<file path="src/rtl/tour_distance_if.sv">
// Bus between the city stream source / distance ROM and tour_distance.
// The master side feeds cities and ROM data; the slave side is the accumulator.
interface tour_distance_if #(
    parameter int CITY_W = 8,
    parameter int DIST_W = 16,
    parameter int SUM_W  = 24
);
    logic              start;
    logic [CITY_W-1:0] city_in;
    logic              dist_req;
    logic [CITY_W-1:0] dist_addr_a;
    logic [CITY_W-1:0] dist_addr_b;
    logic [DIST_W-1:0] dist_data;
    logic              busy;
    logic [SUM_W-1:0]  total;
    logic              total_valid;
    logic              overflow;

    modport master (
        output start, city_in, dist_data,
        input  dist_req, dist_addr_a, dist_addr_b, busy, total, total_valid, overflow
    );

    modport slave (
        input  start, city_in, dist_data,
        output dist_req, dist_addr_a, dist_addr_b, busy, total, total_valid, overflow
    );
endinterface

</file>
<file path="src/rtl/tour_distance.sv">
// Sums the edge lengths of one streamed tour (closing edge included) via an
// external 1-cycle distance ROM, saturating at SUM_W bits.
module tour_distance #(
    parameter int CITY_NUM = 30,
    parameter int CITY_W   = 8,
    parameter int DIST_W   = 16,
    parameter int SUM_W    = 24
) (
    input  logic           clk,
    input  logic           reset,
    tour_distance_if.slave bus
);
    typedef enum logic [2:0] {IDLE, STREAM, CLOSE, DRAIN, DONE} state_t;

    localparam int CNT_W = $clog2(CITY_NUM) + 1;
    localparam int EXT_W = ((SUM_W > DIST_W) ? SUM_W : DIST_W) + 1;
    localparam logic [EXT_W-1:0] SUM_MAX = {{(EXT_W-SUM_W){1'b0}}, {SUM_W{1'b1}}};
    localparam logic [CNT_W-1:0] LAST_CNT = CNT_W'(CITY_NUM - 1);

    state_t            state;
    logic [CNT_W-1:0]  count;
    logic [CITY_W-1:0] first_city;
    logic [CITY_W-1:0] prev_city;
    logic [SUM_W-1:0]  acc;
    logic              req_r;
    logic              req_d;
    logic              busy_r;
    logic [SUM_W-1:0]  total_r;
    logic              total_valid_r;
    logic              overflow_r;

    logic [EXT_W-1:0]  sum_ext;
    logic              sat;
    logic [SUM_W-1:0]  acc_next;

    always_comb begin
        sum_ext  = EXT_W'(acc) + EXT_W'(bus.dist_data);
        sat      = sum_ext > SUM_MAX;
        acc_next = acc;
        if (req_d) begin
            acc_next = sat ? '1 : sum_ext[SUM_W-1:0];
        end
    end

    always_ff @(posedge clk or posedge reset) begin
        if (reset) begin
            state         <= IDLE;
            count         <= '0;
            first_city    <= '0;
            prev_city     <= '0;
            acc           <= '0;
            req_r         <= 1'b0;
            req_d         <= 1'b0;
            busy_r        <= 1'b0;
            total_r       <= '0;
            total_valid_r <= 1'b0;
            overflow_r    <= 1'b0;
        end else begin
            req_d         <= req_r;
            total_valid_r <= 1'b0;
            acc           <= acc_next;
            if (req_d && sat) begin
                overflow_r <= 1'b1;
            end
            case (state)
                IDLE: begin
                    if (bus.start) begin
                        state      <= STREAM;
                        first_city <= bus.city_in;
                        prev_city  <= bus.city_in;
                        count      <= CNT_W'(1);
                        acc        <= '0;
                        overflow_r <= 1'b0;
                        busy_r     <= 1'b1;
                        req_r      <= 1'b1;
                    end
                end
                STREAM: begin
                    prev_city <= bus.city_in;
                    count     <= count + CNT_W'(1);
                    if (count == LAST_CNT) begin
                        state <= CLOSE;
                    end
                end
                CLOSE: begin
                    req_r <= 1'b0;
                    state <= DRAIN;
                end
                DRAIN: begin
                    // the closing edge returns this cycle, so commit the post-add value
                    total_r       <= acc_next;
                    total_valid_r <= 1'b1;
                    state         <= DONE;
                end
                DONE: begin
                    busy_r <= 1'b0;
                    state  <= IDLE;
                end
                default: state <= IDLE;
            endcase
        end
    end

    // Destination follows city_in directly so the edge (k-1,k) is requested in cycle k.
    always_comb begin
        bus.dist_addr_b = '0;
        if (state == STREAM) begin
            bus.dist_addr_b = bus.city_in;
        end else if (state == CLOSE) begin
            bus.dist_addr_b = first_city;
        end
    end

    assign bus.dist_req    = req_r;
    assign bus.dist_addr_a = req_r ? prev_city : '0;
    assign bus.busy        = busy_r;
    assign bus.total       = total_r;
    assign bus.total_valid = total_valid_r;
    assign bus.overflow    = overflow_r;
endmodule
</file>
<file path="src/flat_wrapper.sv">
// flat-port wrapper written by rule: the top's interface ports become plain ports
module tour_distance_flat 
#(
    parameter int CITY_NUM = 30,
    parameter int CITY_W   = 8,
    parameter int DIST_W   = 16,
    parameter int SUM_W    = 24
)
  (clk, reset, bus_start, bus_city_in, bus_dist_data, bus_dist_req, bus_dist_addr_a, bus_dist_addr_b, bus_busy, bus_total, bus_total_valid, bus_overflow);
  tour_distance_if #(.CITY_W(CITY_W), .DIST_W(DIST_W), .SUM_W(SUM_W)) bus_i ();
  input  logic clk;
  input  logic reset;
  input wire logic [$bits(bus_i.start)-1:0] bus_start;
  input wire logic [$bits(bus_i.city_in)-1:0] bus_city_in;
  input wire logic [$bits(bus_i.dist_data)-1:0] bus_dist_data;
  output wire logic [$bits(bus_i.dist_req)-1:0] bus_dist_req;
  output wire logic [$bits(bus_i.dist_addr_a)-1:0] bus_dist_addr_a;
  output wire logic [$bits(bus_i.dist_addr_b)-1:0] bus_dist_addr_b;
  output wire logic [$bits(bus_i.busy)-1:0] bus_busy;
  output wire logic [$bits(bus_i.total)-1:0] bus_total;
  output wire logic [$bits(bus_i.total_valid)-1:0] bus_total_valid;
  output wire logic [$bits(bus_i.overflow)-1:0] bus_overflow;
  assign bus_i.start = bus_start;
  assign bus_i.city_in = bus_city_in;
  assign bus_i.dist_data = bus_dist_data;
  assign bus_dist_req = bus_i.dist_req;
  assign bus_dist_addr_a = bus_i.dist_addr_a;
  assign bus_dist_addr_b = bus_i.dist_addr_b;
  assign bus_busy = bus_i.busy;
  assign bus_total = bus_i.total;
  assign bus_total_valid = bus_i.total_valid;
  assign bus_overflow = bus_i.overflow;
  tour_distance #(.CITY_NUM(CITY_NUM), .CITY_W(CITY_W), .DIST_W(DIST_W), .SUM_W(SUM_W)) u_core (.clk(clk), .reset(reset), .bus(bus_i));
endmodule
</file>
<file path="config.mk">
export PLATFORM = sky130hd
export DESIGN_NAME = tour_distance_flat
export DESIGN_NICKNAME = d
export VERILOG_FILES = /design/src/rtl/tour_distance_if.sv /design/src/rtl/tour_distance.sv /design/src/flat_wrapper.sv
export SDC_FILE = /design/constraint.sdc
export NUM_CORES = 1
export LEC_CHECK = 0
export ABC_CLOCK_PERIOD_IN_PS = 2500
export BUFFER_PORTS_ARGS = -buffer_cell sky130_fd_sc_hd__buf_4
export CORE_ASPECT_RATIO = 0.9
export CORE_MARGIN = 2
export CORE_UTILIZATION = 50
export CTS_BUF_LIST = sky130_fd_sc_hd__clkbuf_8
export CTS_CLUSTER_SIZE = 16
export DETAILED_ROUTE_END_ITERATION = 6
export GPL_ROUTABILITY_DRIVEN = 0
export HOLD_SLACK_MARGIN = 0.02
export PLACE_DENSITY = 0.75
export SYNTH_ARGS = -nofsm -noshare
export SYNTH_HDL_FRONTEND = slang
export SYNTH_SLANG_ARGS = --single-unit
export TNS_END_PERCENT = 10
</file>
<file path="constraint.sdc">
create_clock -name clk -period 2.5 [get_ports clk]
set_input_delay 0.5 -clock clk [delete_from_list [all_inputs] [get_ports clk]]
set_output_delay 0.5 -clock clk [all_outputs]
set_load 0.1 [all_outputs]
</file>
# --- Word-level counts from Yosys, hierarchy flattened ---
# Cells that the tools add are included.
word_totals:
  regBits: 78
  in_bits: 27
  out_inout_bits: 44
  word_cells: 52
op_classes:
  addsub: 2
  magnitude_cmp: 1
  n_eq_ne: 7
  n_mux: 21
  n_reduce_logical: 10
ops:
  columns: ["op", "n"]
  rows:
  - ["$mux 24", 4]
  - ["$mux 8", 4]
  - ["$add 24x16->25", 1]
  - ["$gt 25x24->1 const B", 1]
  - ["$pmux 8 s2", 1]
  - ["$pmux 3 s4", 1]
  - ["$pmux 6 s2", 1]
  - ["$reduce_and 2->1", 5]
  - ["$add 6x1->6 const B", 1]
  - ["$eq 3x2->1 const B", 2]
  - ["$eq 6x5->1 const B", 1]
  - ["$mux 3", 2]
  - ["$mux 6", 1]
  - ["$reduce_bool 2->1", 3]
  - ["$mux 1", 5]
  - ["$pmux 1 s2", 2]
  - ["$eq 3x1->1 const B", 1]
  - ["$eq 3x3->1 const B", 1]
  - ["$logic_not 3->1", 1]
  - ["$ne 2x1->1 const B", 1]
  - ["$ne 2x2->1 const B", 1]
  - ["$logic_and 1x1->1", 1]

# --- Longest topological paths before layout ---
# Gate-level depths: netlist of run 1.
depth:
  word_depth: 6
  ltp_mapped: 10

# --- Worst setup path after synthesis of run 1 ---
# OpenSTA, ideal clock, no wires.
synth_timing:
  kind: "register -> output"
  from: "reg u_core.state[1]"
  to: "out bus_dist_addr_b[0]"
  t_arrival_ps: 2310
  required_ps: 2000
  setup_slack_ps: -310
  path_stages_with_launch: 6
  n_path_buf: 2
  path_cell_list: "dfrtp_1 -> clkbuf_1 -> nor2b_1 -> clkbuf_1 -> a22oi_1 -> nor2_1"
synth_between:
  elab_chain_len: 3
synth_lines:
  columns: ["item", "line_no", "text"]
  rows:
  - ["from (decl)", "tour_distance.sv:20", "state_t state;"]
  - ["from (signal assigned)", "tour_distance.sv:47", "state <= IDLE;"]
  - ["from (signal assigned)", "tour_distance.sv:68", "state <= STREAM;"]
  - ["from (signal assigned)", "tour_distance.sv:82", "state <= CLOSE;"]
  - ["$eq 3x2->1", "tour_distance.sv:109", "end else if (state == CLOSE) begin"]
  - ["$mux 8", "tour_distance.sv:109", null]
  - ["$mux 8 *", "tour_distance.sv:107", "if (state == STREAM) begin"]
  - ["to (decl)", "flat_wrapper.sv:18", "output wire logic [$bits(bus_i.dist_addr_b)-1:0] bus_dist_addr_b;"]
# Every way passes the cells marked *; elsewhere a longest branch is shown, timed or not.

# --- Final worst setup path of run 1 ---
layout_timing:
  from: "reg u_core.acc[1]"
  to: "reg u_core.total_r[21], in the netlist u_core.bus.total[21]"
layout_between:
  elab_chain_len: 4
layout_lines:
  columns: ["item", "line_no", "text"]
  rows:
  - ["from (decl)", "tour_distance.sv:24", "logic [SUM_W-1:0] acc;"]
  - ["from (signal assigned)", "tour_distance.sv:61", "acc <= acc_next;"]
  - ["$add 24x16->25 *", "tour_distance.sv:37", "sum_ext = EXT_W'(acc) + EXT_W'(bus.dist_data);"]
  - ["$gt 25x24->1", "tour_distance.sv:38", "sat = sum_ext > SUM_MAX;"]
  - ["$mux 24 *", "tour_distance.sv:41", "acc_next = sat ? '1 : sum_ext[SUM_W-1:0];"]
  - ["$mux 24 *", "tour_distance.sv:40", "if (req_d) begin"]
  - ["to (signal assigned)", "tour_distance.sv:91", "total_r <= acc_next;"]
  - ["to (decl)", "tour_distance.sv:28", "logic [SUM_W-1:0] total_r;"]
# Marks and branches as above.
# A chain may end at the register's enable or synchronous reset.

==> metrics, run 1 <==
CTS root buffer=clkbuf_8; crit path max fanout=4; met2 routed WL=5059 µm; Starting Density=0.5163; Yosys reg bits=78; Fillers=707; Syn Nets=525; Reg clk slew, reported paths=0.09 ns; antenna violations before repair=0; Vias/cell=5.695; post-synthesis async set-or-reset flop share=1.000; DRT Wirelength=11040 µm; # rows=32; DR top layer=met4; Max Slew Vio Count=0; CTS tree=built; post-DR wirelength/cell=15.65 µm; core area=0.008608 mm²; Area growth, synth to finish=25.45%; residual DRC count=0; Hold Slack=0.2183 ns; clock tree buffer depth=2; clk_lat worst skew=0.37 ns; final setup fails=0; Synth top area share=0.4392; post-route cell area=0.005575 mm²; fin crit share=0.9718; synth unique cells=57; layout cells sized above 1=0.2816; Final Hold Violating Endpoints=0; Req. time, crit path=2.78 ns; cts hold-fix bufs=0; Max Freq=411.6 MHz; CTS H-tree depth=3; top_reg_cell synth=dfrtp_1; Crit Path Class=flip-flop to flip-flop; Metal-1 WL=5307 µm; Max-cap violations=0; Gate Count Post-Synth=479; first-pass GRT wire length=18110 µm; Die ar.=0.009660 mm²; Sequential cell area=0.001952 mm²; transition time of the tightest slew-check pin=0.5453 ns; via count=4015; Cell Area, Synth=0.004444 mm²; RSZ-0062 raised after global routing=yes; setup_tns=0 ns; vias in the first global route=3825; most common cell after layout, fill and taps aside=buf_4; post-synthesis sequential area ratio=0.4392; grt ovf=0; status=finished clean; GRT Total Usage=0.2387; Sink Count=78; Num CTS Buffers=9; First-pass DRT Iterations=5; min-delay worst type=input pin to async pin; largest net degree at the start of global routing=79; clock skew=0.01669 ns; Avg Inst Size Synth=9.278 µm²; CP arrival=2.71 ns; die span in x=103.4 µm; minimum clock period=2.430 ns; Met3 Wirelength=503 µm; starting DRC count in detailed routing=221; Core Util, Final=0.6477; most frequent cells in the layout=buf_4, dfrtp_1, nand2_1; relative slew slack=0.6355; startpoint types=flip-flop; cell area after placement=0.005355 mm²; cell accounting for the most synthesized area=dfrtp_1; Area contributors post-synth=dfrtp_1, ha_1, nand2_1; die outline height=93.44 µm; Post-synth EDFFs=0; DP Wirelength=7988 µm; I/O Buffers=70; YS warnings=0; antenna cells=0; area occupied by multi-input gates=0.002380 mm²; Final ANT Viol Nets=0; I/O Pins=71; # nets final=628; CP Capture Type=flip-flop
[state kept, by name (all words and copies together), names as in the netlist]
name	count
u_core.count	6
u_core.prev_city	8
u_core.acc	24
u_core.bus.total_valid	1
u_core.state	3
u_core.bus.total	24
u_core.bus.busy	1
u_core.first_city	8
u_core.bus.dist_req	1
u_core.bus.overflow	1
u_core.req_d	1
[metal layers]
metal  GRT usage  vias up
li1            -     1945
met1      0.3479     1939
met2      0.3608      117
met3     0.03886       14
met4     0.08004        0
met5           0        -
[synthesized netlist by cell type (2+ instances only)]
library cell,number
and2_1,9
nor3_1,16
o21ai_0,31
a31oi_1,18
o21a_1,3
nand4_1,6
a311oi_1,6
buf_6,4
clkbuf_1,14
and4_1,2
nor2b_1,6
or3_1,4
nand3b_1,3
buf_2,5
nand2_1,57
dfrtp_1,78
o31ai_1,14
nand2b_1,6
xor2_1,8
nand3_1,11
a211oi_1,3
a22oi_1,9
buf_1,2
o211ai_1,5
a21o_1,8
o211a_1,2
mux2_2,8
a221oi_1,2
nor2_1,43
or2_2,3
a2111oi_2,2
inv_1,8
xnor2_1,6
and3_1,12
a21oi_1,26
ha_1,18
[through the flow]
stage / worst slack, ns / cells
2_1_floorplan: -0.3098 / 479
3_3_place_gp: -0.1288 / 690
3_5_place_dp: -0.2003 / 690
4_1_cts: 0.02024 / 705
5_1_grt: -0.03105 / 705
6_report: 0.07039 / 705
[cells by family after synthesis]
| logic type | synth area share |
|---|---|
| flops | 0.4392 |
| mux | 0.02252 |
| buf+inv | 0.03885 |
| fa+ha+maj | 0.05518 |
| xor+xnor | 0.02759 |
| compound gates | 0.2134 |
| simple gates | 0.2033 |
[worst max-delay path: stages, from the launching register on]
cell       delay (ns)
dfrtp_1          0.41
ha_1             0.28
a21o_1           0.16
nand4_4          0.13
a2111oi_4        0.45
a2111oi_2        0.08
buf_4            0.16
or4_4            0.51
a31oi_1          0.16
[path summary, 6_finish.rpt]
| path | startpoint | to | slack (ns) | cells after the start |
|---|---|---|---|---|
| worst max-delay path | u_core.acc[1] | u_core.bus.total[21] | 0.07 | 8 |
| worst min-delay path | reset | u_core.bus.busy | 0.22 | 3 |
| worst max register to register | u_core.acc[1] | u_core.bus.total[21] | 0.07 | 8 |
| worst min register to register | u_core.bus.total[2] | u_core.bus.total[2] | 0.48 | 2 |
| max in group asynchronous | reset | u_core.acc[4] | 1.95 | 3 |
| min in group clk | bus_city_in[1] | u_core.first_city[1] | 0.34 | 3 |
[layout make-up]
| cell class | instances | share of cell area |
|---|---|---|
| Sequential cell | 78 | 0.3501 |
| Multi-Input combinational cell | 366 | 0.4268 |
| Clock buffer | 9 | 0.02222 |
| Clock inverter | 6 | 0.006957 |
| Timing Repair Buffer | 118 | 0.1611 |
| Inverter | 9 | 0.006059 |
| Tap cell | 119 | 0.02671 |
[what timing repair did]
action | CTS | global route
gates resized for setup | 0 | 9
setup endpoints to repair | 0 | 16
setup buffers | 0 | 0
Power of run 1 is left out: the tool's default activity adds up to more than one toggle a clock period on the data nets, which glitch-free logic cannot reach.
==> inputs of run 2 (changes only) <==
--- a/config.mk
+++ b/config.mk
@@ -16,6 +16,7 @@
 export GPL_ROUTABILITY_DRIVEN = 0
 export HOLD_SLACK_MARGIN = 0.02
 export PLACE_DENSITY = 0.75
+export REMOVE_ABC_BUFFERS = 1
 export SYNTH_ARGS = -nofsm -noshare
 export SYNTH_HDL_FRONTEND = slang
 export SYNTH_SLANG_ARGS = --single-unit
==> run 2 against run 1 <==
Compared with the run above: non-clock buffer count down 1; critical path depth unchanged; design area up 0.63%; utilization up 0.41 points; via count up 1.5%; count of clock-buffer cells in the layout unchanged; register-to-register slack better by 0.02 ns; clock skew down 0.0051 ns; routed wire length up 3.2%; critical endpoint is now u_core.bus.total[15].
==> metrics, run 2 (same netlist as run 1, synthesis figures left out) <==
DP Wirelength=8216 µm; Die ar.=0.009660 mm²; GRT Total Usage=0.2503; Area growth, synth to finish=26.24%; Starting Density=0.5163; first-pass GRT wire length=19110 µm; Core Util, Final=0.6517; residual DRC count=0; post-route cell area=0.005610 mm²; Max-cap violations=0; die outline height=93.44 µm; Final ANT Viol Nets=0; Fillers=714; Vias/cell=5.783; crit path max fanout=5; die span in x=103.4 µm; layout cells sized above 1=0.2816; CP Cell Sequence=ha_1 > buf_4 > nand4_1 > or3_1 > a211oi_1 > nor3_1 > nand3b_1 > a41oi_1; I/O Buffers=70; grt ovf=0; I/O Pins=71; transition time of the tightest slew-check pin=0.5919 ns; via count=4077; antenna cells=0; Worst R2R Start=u_core.acc[13]; # nets final=627; Hold Slack=0.1670 ns; DRT Wirelength=11390 µm; CP arrival=2.69 ns; First-pass DRT Iterations=5; startpoint types=flip-flop; setup slack, reg-to-reg=0.09 ns; worst reg2reg endpoint=u_core.bus.total[15]; clk_lat worst skew=0.36 ns; status=finished clean; clock tree buffer depth=2; fin crit share=0.9637; largest net degree at the start of global routing=51; most frequent cells in the layout=buf_4, dfrtp_1, nand2_1; relative slew slack=0.6050; cell area after placement=0.005346 mm²; Top Family by Delay on Critical Path=simple AND/OR/NAND/NOR gates; setup_tns=0 ns; Final Hold Violating Endpoints=0; post-CTS setup buffers=0; Max Slew Vio Count=0; cell at the slowest stage of the critical path=dfrtp_1; RSZ-0062 raised after global routing=yes; core area=0.008608 mm²; final setup fails=0; Critical Path Source=u_core.acc[13]; post-DR wirelength/cell=16.16 µm; CTS root buffer=clkbuf_8; Max Freq=415.1 MHz; starting DRC count in detailed routing=229; vias in the first global route=4004; CTS H-tree depth=3; Critical Path Max Stage Delay=0.41 ns; CP Capture Type=flip-flop; clock skew=0.01163 ns; crit path capture=u_core.bus.total[15]; Reg2Reg Depth=8; CTS tree=built; # rows=32; Crit Path Class=flip-flop to flip-flop; Reg clk slew, reported paths=0.09 ns; minimum clock period=2.409 ns; Critical Path Stages=8; Crit path buffers/inverters=1; most common cell after layout, fill and taps aside=buf_4; Num CTS Buffers=9; Req. time, crit path=2.78 ns; Sink Count=78; min-delay worst type=input pin to async pin; antenna violations before repair=0
==> run 2: cell types whose count changed in the layout (fill, tap and decap cells not counted), moves of 2 or more <==
cell,before,now
clkinv_2,3,1
a221oi_2,0,2
a221oi_1,2,0
inv_6,1,4
clkinvlp_4,2,0
==> run 2: worst min path at each step <==
stage / start / end / slack (ns) / depth (start not counted)
floorplan: u_core.first_city[0] / u_core.first_city[0] / 0.45 / 2
global placement: u_core.first_city[2] / u_core.first_city[2] / 0.46 / 2
detailed placement: u_core.first_city[7] / u_core.first_city[7] / 0.47 / 2
CTS: reset / u_core.bus.total[2] / 0.17 / 2
global route: reset / u_core.acc[2] / 0.20 / 2
finish: reset / u_core.bus.total_valid / 0.17 / 2
==> run 2: layer usage <==
metal,vias up,track usage,part of all wire
met4,0,0.08333,0.016
met5,-,0,0
li1,1943,-,-
met1,1973,0.3613,0.46
met2,143,0.3812,0.47
met3,18,0.04185,0.053
==> run 2: metrics by stage <==
step           setup WS, ns  instances
2_1_floorplan       -0.2494        453
3_3_place_gp       -0.07630        689
3_5_place_dp        -0.1608        689
4_1_cts             0.05375        705
5_1_grt            -0.04419        705
6_report            0.09084        705
==> run 2: worst register-to-register path: stages (launching register included) <==
cell,delay [ns]
dfrtp_1,0.41
ha_1,0.34
buf_4,0.15
nand4_1,0.13
or3_1,0.37
a211oi_1,0.32
nor3_1,0.11
nand3b_1,0.24
a41oi_1,0.25
==> run 2: what timing repair did <==
| action | in CTS | in global routing |
|---|---|---|
| hold buffers | 0 | 0 |
| endpoints found under the setup margin | 0 | 15 |
| resized for setup | 0 | 10 |
==> run 2: cell type report <==
| cell class | instances | area, µm² | area share |
|---|---|---|---|
| Clock buffer | 9 | 123.9 | 0.02208 |
| Clock inverter | 7 | 85.08 | 0.01517 |
| Inverter | 9 | 35.03 | 0.006244 |
| Multi-Input combinational cell | 366 | 2375 | 0.4233 |
| Sequential cell | 78 | 1952 | 0.3479 |
| Tap cell | 119 | 148.9 | 0.02654 |
| Timing Repair Buffer | 117 | 890.9 | 0.1588 |
Power of run 2 is left out for the same reason.
==> inputs of run 3 (changes only) <==
--- a/config.mk
+++ b/config.mk
@@ -7,15 +7,17 @@
 export LEC_CHECK = 0
 export ABC_CLOCK_PERIOD_IN_PS = 2500
 export BUFFER_PORTS_ARGS = -buffer_cell sky130_fd_sc_hd__buf_4
+export CELL_PAD_IN_SITES_DETAIL_PLACEMENT = 0
+export CELL_PAD_IN_SITES_GLOBAL_PLACEMENT = 2
 export CORE_ASPECT_RATIO = 0.9
 export CORE_MARGIN = 2
-export CORE_UTILIZATION = 50
+export CORE_UTILIZATION = 33
 export CTS_BUF_LIST = sky130_fd_sc_hd__clkbuf_8
 export CTS_CLUSTER_SIZE = 16
 export DETAILED_ROUTE_END_ITERATION = 6
 export GPL_ROUTABILITY_DRIVEN = 0
 export HOLD_SLACK_MARGIN = 0.02
-export PLACE_DENSITY = 0.75
+export PLACE_DENSITY_LB_ADDON = 0.1
 export REMOVE_ABC_BUFFERS = 1
 export SYNTH_ARGS = -nofsm -noshare
 export SYNTH_HDL_FRONTEND = slang
==> run 3 against run 2 <==
Compared with the run above: die area grew 49%; clock skew up 0.00093 ns; count of clock-buffer cells in the layout unchanged; first-iteration DRC count down 34%; worst hold slack lost 0.037 ns; cell count is 8.9% higher; utilization down 21 points; flip-flop and latch count did not move; via count decreased by 1.9%; sequential share of layout area fell by 1.3 points; critical path type unchanged; critical endpoint is now u_core.bus.total[21]; highest routed layer unchanged.
==> metrics, run 3 (same netlist as run 1, synthesis figures left out) <==
status=finished clean; final setup fails=0; residual DRC count=0; Crit Path Class=flip-flop to flip-flop; Starting Density=0.3351; relative slew slack=0.5850; crit path max fanout=5; core area=0.01326 mm²; Top Family by Delay on Critical Path=compound AO/OA/AOI/OAI gates; CP Cell Sequence=ha_4 > a21o_1 > a21oi_4 > a2111oi_4 > a2111oi_2 > buf_4 > or4_4 > a31oi_2; Max Slew Vio Count=0; grt ovf=0; die span in x=126.3 µm; first-pass GRT wire length=20430 µm; # rows=40; Die ar.=0.01441 mm²; CTS tree=built; Sink Count=78; I/O Pins=71; Final Hold Violating Endpoints=0; Final WS setup=0.08470 ns; Req. time, crit path=2.80 ns; DP Cell Count=749; min-delay worst type=input pin to async pin; RSZ-0062 raised after global routing=yes; clk_lat worst skew=0.38 ns; Max-cap violations=0; clock tree buffer depth=2; fin crit share=0.9661; Vias/cell=5.206; GRT Total Usage=0.1797; post-DR wirelength/cell=16.26 µm; Hold Slack=0.1296 ns; transition time of the tightest slew-check pin=0.6207 ns; layout cells sized above 1=0.3050; startpoint types=flip-flop; # nets final=642; die outline height=114.1 µm; I/O Buffers=70; CP Capture Type=flip-flop; via count=3998; largest net degree at the start of global routing=52; Max Freq=414.0 MHz; cell at the slowest stage of the critical path=or4_4; Area growth, synth to finish=31.17%; antenna cells=0; starting DRC count in detailed routing=152; final std cells w/o fill=768; most frequent cells in the layout=buf_4, dfrtp_1, nand2_1; Crit path buffers/inverters=1; setup_tns=0 ns; DP Wirelength=9120 µm; Reg2Reg Depth=8; Num CTS Buffers=9; Reg clk slew, reported paths=0.08 ns; First-pass DRT Iterations=5; CTS root buffer=clkbuf_8; CTS H-tree depth=3; minimum clock period=2.415 ns; Final ANT Viol Nets=0; Critical Path Stages=8; DRT Wirelength=12490 µm; antenna violations before repair=0; clock skew=0.01256 ns; most common cell after layout, fill and taps aside=buf_4; worst slack, placed=-0.2012 ns; vias in the first global route=3939; Critical Path Max Stage Delay=0.52 ns; CP arrival=2.71 ns
run 3: changes by cell type in the layout (fill, tap and decap cells not counted), sizes merged:
cell	delta
bufinv	+1
inv	-3
clkinvlp	+1
buf	+15
run 3: worst paths after layout:
check	startpoint	end	slack, ns
max in group asynchronous	reset	u_core.acc[23]	1.70
setup reg to reg	u_core.acc[3]	u_core.bus.total[21]	0.08
setup / recovery	u_core.acc[3]	u_core.bus.total[21]	0.08
hold / removal	reset	u_core.bus.total_valid	0.13
min in group clk	bus_city_in[1]	u_core.first_city[1]	0.33
hold reg to reg	u_core.bus.total[6]	u_core.bus.total[6]	0.48
run 3: per-layer routing:
metal / share of wire / up-vias / routed length (µm) / GRT usage
met3: 0.045 / 14 / 564 / 0.03832
met2: 0.44 / 82 / 5467 / 0.2649
met4: 0.015 / 0 / 187 / 0.06081
li1: - / 1971 / - / -
met1: 0.50 / 1931 / 6267 / 0.2620
met5: 0 / - / 0 / 0
run 3: repair_timing:
action                                  in CTS  in global routing
pin swaps                                    0                  8
buffers inserted                             0                  3
hold buffers                                 0                  0
endpoints found under the setup margin       2                 32
gates cloned                                 0                  1
resized for setup                            1                 17
run 3: final cells by class:
class | instances | area (µm²)
Fill cell | 1350 | 7433
Tap cell | 168 | 210.2
Clock buffer | 9 | 123.9
Multi-Input combinational cell | 366 | 2427
Clock inverter | 6 | 80.08
Timing Repair Buffer | 132 | 1001
Sequential cell | 78 | 1952
Inverter | 9 | 35.03
run 3: per-stage QoR:
| step | cell area [µm²] | util |
|---|---|---|
| final | 5829 | 0.4395 |
| after global routing | 5829 | 0.4395 |
| after CTS | 5699 | 0.4297 |
| after detailed placement | 5490 | 0.4140 |
| after global placement | 5490 | 0.4140 |
| after floorplan | 4305 | - |
Power of run 3 is left out for the same reason.
